<file path="src/rtl/adc_pkg.sv">
// rtl/adc_pkg.sv - shared types and helpers for the LTC2308 scan sequencer
package adc_pkg;

    typedef enum logic [2:0] {
        ST_IDLE,
        ST_CONVST,
        ST_CONV_WAIT,
        ST_SHIFT,
        ST_HOLD,
        ST_GAP
    } state_t;

    // Bit positions inside the 6-bit LTC2308 config word (bit 5 goes out first)
    localparam int CFG_SD_POS  = 5;
    localparam int CFG_OS_POS  = 4;
    localparam int CFG_S1_POS  = 3;
    localparam int CFG_S0_POS  = 2;
    localparam int CFG_UNI_POS = 1;
    localparam int CFG_SLP_POS = 0;

    localparam logic CFG_SD  = 1'b1;
    localparam logic CFG_UNI = 1'b1;
    localparam logic CFG_SLP = 1'b0;

    function automatic logic [5:0] cfg_word(input logic [2:0] ch);
        logic [5:0] w;
        w              = '0;
        w[CFG_SD_POS]  = CFG_SD;
        w[CFG_OS_POS]  = ch[0];
        w[CFG_S1_POS]  = ch[2];
        w[CFG_S0_POS]  = ch[1];
        w[CFG_UNI_POS] = CFG_UNI;
        w[CFG_SLP_POS] = CFG_SLP;
        return w;
    endfunction

    // Lowest set bit above cur; falls back to the lowest set bit overall.
    function automatic logic [2:0] next_ch(input logic [7:0] mask, input logic [2:0] cur);
        logic [2:0] nxt;
        nxt = '0;
        for (int i = 7; i >= 0; i--) begin
            if (mask[i]) nxt = 3'(i);
        end
        for (int i = 7; i >= 0; i--) begin
            if (mask[i] && (i > int'(cur))) nxt = 3'(i);
        end
        return nxt;
    endfunction

endpackage

</file>
<file path="src/rtl/adc_spi_shift.sv">
// rtl/adc_spi_shift.sv - 12-bit SCK generator and shifter, SCK idles low
module adc_spi_shift #(
    parameter int SCK_HALF = 2
) (
    input  logic        clk,
    input  logic        reset_n,
    input  logic        start,
    input  logic [11:0] tx_cfg,
    input  logic        sdo,
    output logic        done,
    output logic [11:0] rx_data,
    output logic        sck,
    output logic        sdi
);

    logic        active;
    logic [15:0] half_cnt;
    logic [3:0]  bit_idx;
    logic [11:0] tx_sr;
    logic [11:0] rx_sr;
    logic        half_end;

    assign half_end = active && (half_cnt == 16'(SCK_HALF - 1));
    assign done     = half_end && sck && (bit_idx == 4'd11);
    assign rx_data  = rx_sr;

    always_ff @(posedge clk or negedge reset_n) begin
        if (!reset_n) begin
            active   <= 1'b0;
            half_cnt <= '0;
            bit_idx  <= '0;
            tx_sr    <= '0;
            rx_sr    <= '0;
            sck      <= 1'b0;
            sdi      <= 1'b0;
        end else if (start) begin
            active   <= 1'b1;
            half_cnt <= '0;
            bit_idx  <= '0;
            sck      <= 1'b0;
            sdi      <= tx_cfg[11];
            tx_sr    <= {tx_cfg[10:0], 1'b0};
        end else if (active) begin
            if (half_end) begin
                half_cnt <= '0;
                if (!sck) begin
                    sck   <= 1'b1;
                    rx_sr <= {rx_sr[10:0], sdo};
                end else begin
                    sck <= 1'b0;
                    if (done) begin
                        active <= 1'b0;
                        sdi    <= 1'b0;
                    end else begin
                        // next config bit is presented as the low phase begins
                        bit_idx <= bit_idx + 4'd1;
                        sdi     <= tx_sr[11];
                        tx_sr   <= {tx_sr[10:0], 1'b0};
                    end
                end
            end else begin
                half_cnt <= half_cnt + 16'd1;
            end
        end
    end

endmodule

</file>
<file path="src/rtl/adc_scan_sequencer.sv">
// rtl/adc_scan_sequencer.sv - round-robin LTC2308 scan controller with result stream
module adc_scan_sequencer
    import adc_pkg::*;
#(
    parameter int SCK_HALF      = 2,
    parameter int CONVST_CYCLES = 2,
    parameter int CONV_CYCLES   = 80,
    parameter int GAP_CYCLES    = 4
) (
    input  logic        clk,
    input  logic        reset_n,
    input  logic        enable,
    input  logic [7:0]  ch_mask,
    output logic        res_valid,
    input  logic        res_ready,
    output logic [2:0]  res_channel,
    output logic [11:0] res_data,
    output logic        busy,
    output logic        adc_convst,
    output logic        adc_sck,
    output logic        adc_sdi,
    input  logic        adc_sdo
);

    state_t      state, state_next;
    logic [15:0] cnt;
    logic [2:0]  cur_ch;
    logic [2:0]  prev_ch;
    logic        dummy;
    logic        spi_start;
    logic        spi_done;
    logic [11:0] rx_data;
    logic        scan_ok;

    assign scan_ok    = enable && (|ch_mask);
    assign busy       = (state != ST_IDLE);
    assign adc_convst = (state == ST_CONVST);

    adc_spi_shift #(
        .SCK_HALF (SCK_HALF)
    ) u_shift (
        .clk     (clk),
        .reset_n (reset_n),
        .start   (spi_start),
        .tx_cfg  ({cfg_word(cur_ch), 6'b000000}),
        .sdo     (adc_sdo),
        .done    (spi_done),
        .rx_data (rx_data),
        .sck     (adc_sck),
        .sdi     (adc_sdi)
    );

    always_ff @(posedge clk or negedge reset_n) begin
        if (!reset_n) state <= ST_IDLE;
        else          state <= state_next;
    end

    always_comb begin
        state_next = state;
        spi_start  = 1'b0;
        unique case (state)
            ST_IDLE:      if (scan_ok) state_next = ST_CONVST;
            ST_CONVST:    if (cnt == 16'(CONVST_CYCLES - 1)) state_next = ST_CONV_WAIT;
            ST_CONV_WAIT: if (cnt == 16'(CONV_CYCLES - 1)) begin
                              state_next = ST_SHIFT;
                              spi_start  = 1'b1;
                          end
            ST_SHIFT:     if (spi_done) state_next = dummy ? ST_GAP : ST_HOLD;
            ST_HOLD:      if (res_ready) state_next = ST_GAP;
            ST_GAP:       if (cnt == 16'(GAP_CYCLES - 1)) state_next = scan_ok ? ST_CONVST : ST_IDLE;
            default:      state_next = ST_IDLE;
        endcase
    end

    always_ff @(posedge clk or negedge reset_n) begin
        if (!reset_n) begin
            cnt         <= '0;
            cur_ch      <= '0;
            prev_ch     <= '0;
            dummy       <= 1'b0;
            res_valid   <= 1'b0;
            res_channel <= '0;
            res_data    <= '0;
        end else begin
            if (state_next != state)
                cnt <= '0;
            else if (state == ST_CONVST || state == ST_CONV_WAIT || state == ST_GAP)
                cnt <= cnt + 16'd1;

            if (state == ST_IDLE && state_next == ST_CONVST) begin
                cur_ch <= next_ch(ch_mask, 3'd7);
                dummy  <= 1'b1;
            end
            if (state == ST_GAP && state_next == ST_CONVST)
                cur_ch <= next_ch(ch_mask, cur_ch);

            // the sample just shifted in was converted with the previous frame's config
            if (state == ST_SHIFT && spi_done) begin
                prev_ch <= cur_ch;
                dummy   <= 1'b0;
                if (!dummy) begin
                    res_valid   <= 1'b1;
                    res_channel <= prev_ch;
                    res_data    <= rx_data;
                end
            end
            if (state == ST_HOLD && res_ready)
                res_valid <= 1'b0;
        end
    end

endmodule

</file>
<file path="config.mk">
export PLATFORM = sky130hd
export DESIGN_NAME = adc_scan_sequencer
export DESIGN_NICKNAME = d
export VERILOG_FILES = /design/src/rtl/adc_pkg.sv /design/src/rtl/adc_spi_shift.sv /design/src/rtl/adc_scan_sequencer.sv
export SDC_FILE = /design/constraint.sdc
export NUM_CORES = 1
export LEC_CHECK = 0
export ABC_CLOCK_PERIOD_IN_PS = 3500
export CORE_MARGIN = 4
export CORE_UTILIZATION = 50
export CTS_CLUSTER_DIAMETER = 60
export DETAILED_ROUTE_END_ITERATION = 10
export GPL_TIMING_DRIVEN = 0
export PLACE_DENSITY = 0.67
export RECOVER_POWER = 25
export SLEW_MARGIN = 15
export SYNTH_ARGS = -nofsm -noshare
export SYNTH_HDL_FRONTEND = slang
export SYNTH_SLANG_ARGS = --single-unit
</file>
<file path="constraint.sdc">
create_clock -name clk -period 3.5 [get_ports clk]
set_clock_uncertainty 0.05 [all_clocks]
set_input_delay 0.35 -clock clk [delete_from_list [all_inputs] [get_ports clk]]
set_output_delay 0.35 -clock clk [all_outputs]
set_load 0.05 [all_outputs]
</file>
# Yosys cells after proc, flatten, opt, wreduce, memory -nomap -nowiden
# Cells that the tools add are included.
# totals
regBits,89
latch_bits,0
mem_bits_rw,0
rom_bits,0
inputBits,13
output_inout_bits,20
word_cells,137
mem_count,0
# op_classes
addsub,3
n_mul,0
n_div,0
order_cmp,7
n_eq_ne,14
n_shift,0
muxes,62
bitwise,3
reduce_logical,33
# ops
operator,n
$mux 16,5
$mux 3,23
$mux 12,5
$add 16x1->16 const B,2
$eq 16x1->1 const B,2
$mux 1,23
$mux 4,5
$pmux 3 s6,1
$eq 16x2->1 const B,1
$eq 16x7->1 const B,1
$logic_and 1x1->1,15
$reduce_bool 2->1,7
$gt 3x3->1 const A,4
$reduce_and 4->1,2
$reduce_or 8->1,1
$eq 3x1->1 const B,2
$eq 3x2->1 const B,2
$eq 3x3->1 const B,2
$gt 2x3->1 const A,2
$reduce_and 2->1,3
$add 4x1->4 const B,1
$eq 4x4->1 const B,1
$gt 1x3->1 const A,1
$logic_not 3->1,1
other kinds (7),10

# Depth between registers and ports, before layout
# depth
word_depth,16
depth_mapped,9
depth_no_buf,8

# By module
# From an unflattened synthesis, not the netlist that was laid out.
# hier_totals
cells_unflattened,425
area_unflattened_um2,4519.3
# by_module_without_submodules
mod,n_inst,cells_per_inst,area_per_inst_um2,seq_area_each_um2
adc_scan_sequencer,1,221,2347.3,1051.0
adc_spi_shift,1,204,2172.1,1151.1

# Worst setup path before layout
# No wires, ideal clock.
# synth_path
path_kind,reg2reg
from,reg u_shift.sck
to,reg res_channel[0]
setup_ps,125
arrival_time_ps,2260
required_time_ps,3325
slack_ps,1065
stages_incl_launch_ff,6
path_buffers,2
period_less_slack_ps,2435
path_cell_list,dfrtp_1 -> clkbuf_1 -> nand4b_1 -> nor4_4 -> buf_2 -> mux2_2
# synth_between
elab_chain_cells,4
# synth_lines
element,line,rtl
"start, declared",adc_spi_shift.sv:12,"output logic sck,"
"start signal, assigned",adc_spi_shift.sv:34,sck <= 1'b0;
"start signal, assigned",adc_spi_shift.sv:40,sck <= 1'b0;
"start signal, assigned",adc_spi_shift.sv:47,sck <= 1'b1;
$logic_and 1x1->1 (2 in series),adc_spi_shift.sv:24,assign done = half_end && sck && (bit_idx == 4'd11);
$logic_and 1x1->1,adc_scan_sequencer.sv:98,if (state == ST_SHIFT && spi_done) begin
$reduce_and 2->1 (no line),-,
"end signal, assigned",adc_scan_sequencer.sv:103,res_channel <= prev_ch;
"end, declared",adc_scan_sequencer.sv:16,"output logic [2:0] res_channel,"
# Every way passes these cells.
# A chain may end at the register's enable or synchronous reset.

# Worst setup path after layout
# layout_path
from,reg u_shift.half_cnt[3]
to,reg u_shift.rx_sr[0] (netlist: u_shift.rx_data[0])
# layout_between
elab_chain_cells,3
# layout_lines
element,line,rtl
"start, declared",adc_spi_shift.sv:17,logic [15:0] half_cnt;
"start signal, assigned",adc_spi_shift.sv:62,half_cnt <= half_cnt + 16'd1;
$eq 16x1->1,adc_spi_shift.sv:23,assign half_end = active && (half_cnt == 16'(SCK_HALF - 1));
$logic_and 1x1->1,adc_spi_shift.sv:23,
$reduce_and 4->1 (no line),-,
"end signal, assigned",adc_spi_shift.sv:48,"rx_sr <= {rx_sr[10:0], sdo};"
"end, declared",adc_spi_shift.sv:20,logic [11:0] rx_sr;
# Every way passes these cells.

==> run_summary.xml <==
<?xml version="1.0" encoding="UTF-8"?>
<metrics>
  <group name="cts">
    <metric name="clock_sink_count" unit="">81</metric>
    <metric name="cts_root_buffer" unit="">sky130_fd_sc_hd__clkbuf_8</metric>
    <metric name="path_clk_slew" unit="ns">0.10</metric>
    <metric name="clk_latency" unit="ns">0.36</metric>
    <metric name="cts-buffers-inserted" unit="">9</metric>
    <metric name="cts_htree_levels" unit="">3</metric>
    <metric name="cts-root-to-sink-buffers" unit="">2</metric>
    <metric name="clock_tree_from_tritoncts" unit="">built</metric>
  </group>
  <group name="worst_setup_path">
    <metric name="max_stage_delay" unit="ns">0.40</metric>
    <metric name="worst-endpoint-required" unit="ns">3.71</metric>
    <metric name="critical_path.slowest_cell" unit="">sky130_fd_sc_hd__nor4b_1</metric>
    <metric name="critical_path_arrival" unit="ns">2.84</metric>
    <metric name="crit_path_max_fanout" unit="">10</metric>
    <metric name="setup.worst_path.start" unit="">u_shift.half_cnt[3]</metric>
    <metric name="timing.critical_path.mode_cell" unit="">sky130_fd_sc_hd__clkbuf_1</metric>
    <metric name="crit_chain" unit="">clkbuf_1 &gt; nor4b_1 &gt; and4_1 &gt; clkbuf_1 &gt; nand2b_1 &gt; a21oi_1 &gt; buf_4 &gt; mux2_2</metric>
    <metric name="cp-end-kind" unit="">flip-flop</metric>
    <metric name="cp-start-kind" unit="">flip-flop</metric>
    <metric name="path_class" unit="">reg2reg</metric>
    <metric name="reg_to_reg_start" unit="">u_shift.half_cnt[3]</metric>
  </group>
  <group name="timing">
    <metric name="timing.final.crit_period" unit="ns">2.64</metric>
    <metric name="max_slew_margin" unit="">0.147</metric>
    <metric name="final_hold_viol_count" unit="">0</metric>
    <metric name="worst-slew-pin-transition" unit="ns">1.28</metric>
    <metric name="setup_violations" unit="">0</metric>
    <metric name="timing_max_transition_violations_final" unit="">0</metric>
    <metric name="period_share" unit="">0.754</metric>
    <metric name="timing.final.ws_setup" unit="ns">0.861</metric>
    <metric name="fmaxAchievable" unit="MHz">379</metric>
    <metric name="rsz0062_at_grt" unit="">false</metric>
  </group>
  <group name="global_routing">
    <metric name="grt_max_degree" unit="">61</metric>
    <metric name="globalRouteOverflowTotal" unit="">0</metric>
    <metric name="initial_antenna_violation_count" unit="">0</metric>
    <metric name="global_route_wire_length_before_repair" unit="um">14500</metric>
    <metric name="global_route.usage.total" unit="">0.184</metric>
    <metric name="first_global_vias" unit="">3088</metric>
  </group>
  <group name="logic_synthesis">
    <metric name="synth_seq_cells" unit="">81</metric>
    <metric name="post_synthesis_instance_area" unit="um2">4190</metric>
    <metric name="synth-seq-area-share" unit="">0.483</metric>
    <metric name="postSynthAreaPerCell" unit="um2">10.4</metric>
    <metric name="synth_top_flop_cell" unit="">sky130_fd_sc_hd__dfrtp_1</metric>
    <metric name="syn_nets" unit="">420</metric>
    <metric name="synth-warning-count" unit="">0</metric>
    <metric name="synthArstFlopShare" unit="">1.00</metric>
    <metric name="synth_cell_types" unit="">57</metric>
    <metric name="number_of_enable_flip_flop_cells_after_synthesis" unit="">0</metric>
    <metric name="postSynthCellCount" unit="">402</metric>
  </group>
  <group name="floorplanning">
    <metric name="initial_utilization" unit="">0.513</metric>
    <metric name="die_height" unit="um">99.6</metric>
    <metric name="rows" unit="">33</metric>
    <metric name="core_region_area" unit="um2">8180</metric>
    <metric name="floorplan.die_area" unit="um2">9910</metric>
    <metric name="die_w" unit="um">99.6</metric>
    <metric name="floorplan.io_pins" unit="">33</metric>
  </group>
  <group name="routing">
    <metric name="route.antenna.remaining_nets" unit="">0</metric>
    <metric name="drt_first_pass_iters" unit="">4</metric>
    <metric name="detail_route.wl_per_cell" unit="um">15.1</metric>
    <metric name="detailed_route_iter0_violations" unit="">145</metric>
    <metric name="drt-vias-per-instance" unit="">5.53</metric>
    <metric name="wl" unit="um">8410</metric>
    <metric name="routed-via-count" unit="">3082</metric>
    <metric name="drc" unit="">0</metric>
  </group>
  <group name="power">
    <metric name="power.sequential.fraction" unit="">0.458</metric>
    <metric name="ir_drop" unit="mV">0.220</metric>
    <metric name="cellInternalPower" unit="W">0.00150</metric>
    <metric name="power_switching" unit="W">0.000775</metric>
    <metric name="p_sw_frac" unit="">0.341</metric>
    <metric name="power.leakage" unit="nW">2.23</metric>
    <metric name="power_per_cell_area" unit="nW/um2">466</metric>
    <metric name="share_of_total_power_in_the_clock_network" unit="">0.297</metric>
    <metric name="power.combinational.fraction" unit="">0.244</metric>
  </group>
  <group name="finish">
    <metric name="drive_gt1_frac" unit="">0.173</metric>
    <metric name="regArea" unit="um2">2030</metric>
    <metric name="finish.cell_count_without_fillers" unit="">557</metric>
    <metric name="filler_cell_count" unit="">686</metric>
    <metric name="mostFrequentLayoutCell" unit="">sky130_fd_sc_hd__dfrtp_1</metric>
    <metric name="area_growth" unit="%">16.2</metric>
    <metric name="nNetsFinal" unit="">465</metric>
    <metric name="layout_common_cells" unit="">sky130_fd_sc_hd__dfrtp_1 (81), sky130_fd_sc_hd__nor2_1 (45), sky130_fd_sc_hd__clkdlybuf4s50_1 (31)</metric>
    <metric name="antenna-diode-count" unit="">0</metric>
    <metric name="multi_input_area" unit="um2">2050</metric>
  </group>
  <group name="place">
    <metric name="detailedPlacementHpwl" unit="um">6080</metric>
    <metric name="port_buffers" unit="">32</metric>
    <metric name="post-place-cells" unit="">540</metric>
    <metric name="gp_congestion" unit="">0.864</metric>
    <metric name="pre_cts_slack" unit="ns">0.872</metric>
  </group>
  <group name="worst_hold_path">
    <metric name="worstHoldPathType" unit="">reg2reg</metric>
    <metric name="holdCritStartpoint" unit="">u_shift.tx_sr[8]</metric>
  </group>
  <group name="status">
    <metric name="status" unit="">complete, no violations</metric>
  </group>
  <group name="job">
    <metric name="max-cap-violations" unit="">0</metric>
  </group>
</metrics>
worst paths after layout:
path	endpoint	depth (start not counted)	slack, ns
setup / recovery	u_shift.rx_data[0]	8	0.86
hold / removal	u_shift.tx_sr[8]	2	0.44
setup reg to reg	u_shift.rx_data[0]	8	0.86
hold reg to reg	u_shift.tx_sr[8]	2	0.44
max in group asynchronous	u_shift.half_cnt[5]	3	1.79
min in group asynchronous	u_shift.bit_idx[0]	2	0.74
metrics by stage:
step / util / area (um2) / total power, W / hold slack, ns / setup TNS (ns)
5_1_grt: 0.596 / 4870 / 0.00241 / 0.482 / 0
6_report: 0.596 / 4870 / 0.00227 / 0.442 / 0
4_1_cts: 0.597 / 4880 / 0.00230 / 0.357 / 0
3_3_place_gp: 0.568 / 4640 / 0.00160 / 0.413 / -68.95
3_5_place_dp: 0.571 / 4670 / 0.00162 / 0.217 / 0
2_1_floorplan: - / 4190 / 0.00146 / 0.00441 / 0
sequential cells by signal, indices dropped and copies added (netlist names):
signal / count
u_shift.rx_data: 12
dummy: 1
prev_ch: 3
res_channel: 3
u_shift.bit_idx: 4
res_data: 12
u_shift.sdi: 1
res_valid: 1
cnt: 16
u_shift.sck: 1
u_shift.half_cnt: 16
state: 3
u_shift.active: 1
cur_ch: 3
u_shift.tx_sr: 4
critical path, delay by kind of cell, from the launching register on:
family	cells	cell delay, ns
AOI/OAI and AO/OA	1	0.34
buffers and inverters	3	0.66
DFF	1	0.36
and+or+nand+nor	3	0.79
muxes	1	0.35
per-layer routing:
metal  vias up  GRT usage  part of all wire
li1       1518          -                 -
met2        47      0.310              0.50
met5         -          0                 0
met4         0     0.0525             0.013
met3        10     0.0533             0.031
met1      1507      0.229              0.46
synth_stat cells, types with 5 or more instances:
cell / n / area [um2]
sky130_fd_sc_hd__a21oi_1: 16 / 80.1
sky130_fd_sc_hd__and3_1: 7 / 43.8
sky130_fd_sc_hd__clkbuf_1: 10 / 37.5
sky130_fd_sc_hd__dfrtp_1: 81 / 2030
sky130_fd_sc_hd__ha_1: 5 / 62.6
sky130_fd_sc_hd__inv_1: 10 / 37.5
sky130_fd_sc_hd__mux2_2: 30 / 338
sky130_fd_sc_hd__mux2i_1: 5 / 50.1
sky130_fd_sc_hd__nand2_1: 28 / 105
sky130_fd_sc_hd__nand2b_1: 7 / 43.8
sky130_fd_sc_hd__nand3_1: 16 / 80.1
sky130_fd_sc_hd__nand4_1: 7 / 43.8
sky130_fd_sc_hd__nor2_1: 45 / 169
sky130_fd_sc_hd__nor2_2: 10 / 62.6
sky130_fd_sc_hd__nor3_1: 10 / 50.1
sky130_fd_sc_hd__nor4_1: 8 / 50.1
sky130_fd_sc_hd__o21ai_0: 12 / 60.1
sky130_fd_sc_hd__or3_1: 5 / 31.3
sky130_fd_sc_hd__xnor2_1: 9 / 78.8
sky130_fd_sc_hd__xor2_1: 21 / 184
cell type report:
type / count / share of cell area
well taps: 105 / 0.0270
clock inverters: 7 / 0.0151
flip-flops and latches: 81 / 0.416
inverters: 10 / 0.00770
multi-input cells: 296 / 0.422
clock buffers: 9 / 0.0254
plain buffers: 15 / 0.0151
repair buffers: 34 / 0.0721
power groups by stage:
stage               logic (W)  clock network [W]  registers, W
floorplan            0.000417                  0       0.00105
global placement     0.000543                  0       0.00106
detailed placement   0.000557                  0       0.00106
CTS                  0.000559           0.000704       0.00104
global route         0.000617           0.000745       0.00105
finish               0.000556           0.000676       0.00104
cells by family (layout without fill, tap and decap cells):
family / Yosys count / in the layout / share of synthesized area
flip-flops: 81 / 81 / 0.483
buffers and inverters: 25 / 75 / 0.0266
adder cells (fa/ha/maj): 6 / 6 / 0.0173
AO/OA/AOI/OAI: 47 / 47 / 0.0773
XOR/XNOR: 30 / 30 / 0.0627
multiplexers: 35 / 35 / 0.0925
AND/OR/NAND/NOR: 178 / 178 / 0.240
timing repair:
item	4_1_cts	5_1_grt
hold buffers	1	0
resized for setup	0	0
endpoints found under the hold margin	21	0
setup buffers	0	0
Note: power is estimated with default switching activity, not from simulation.
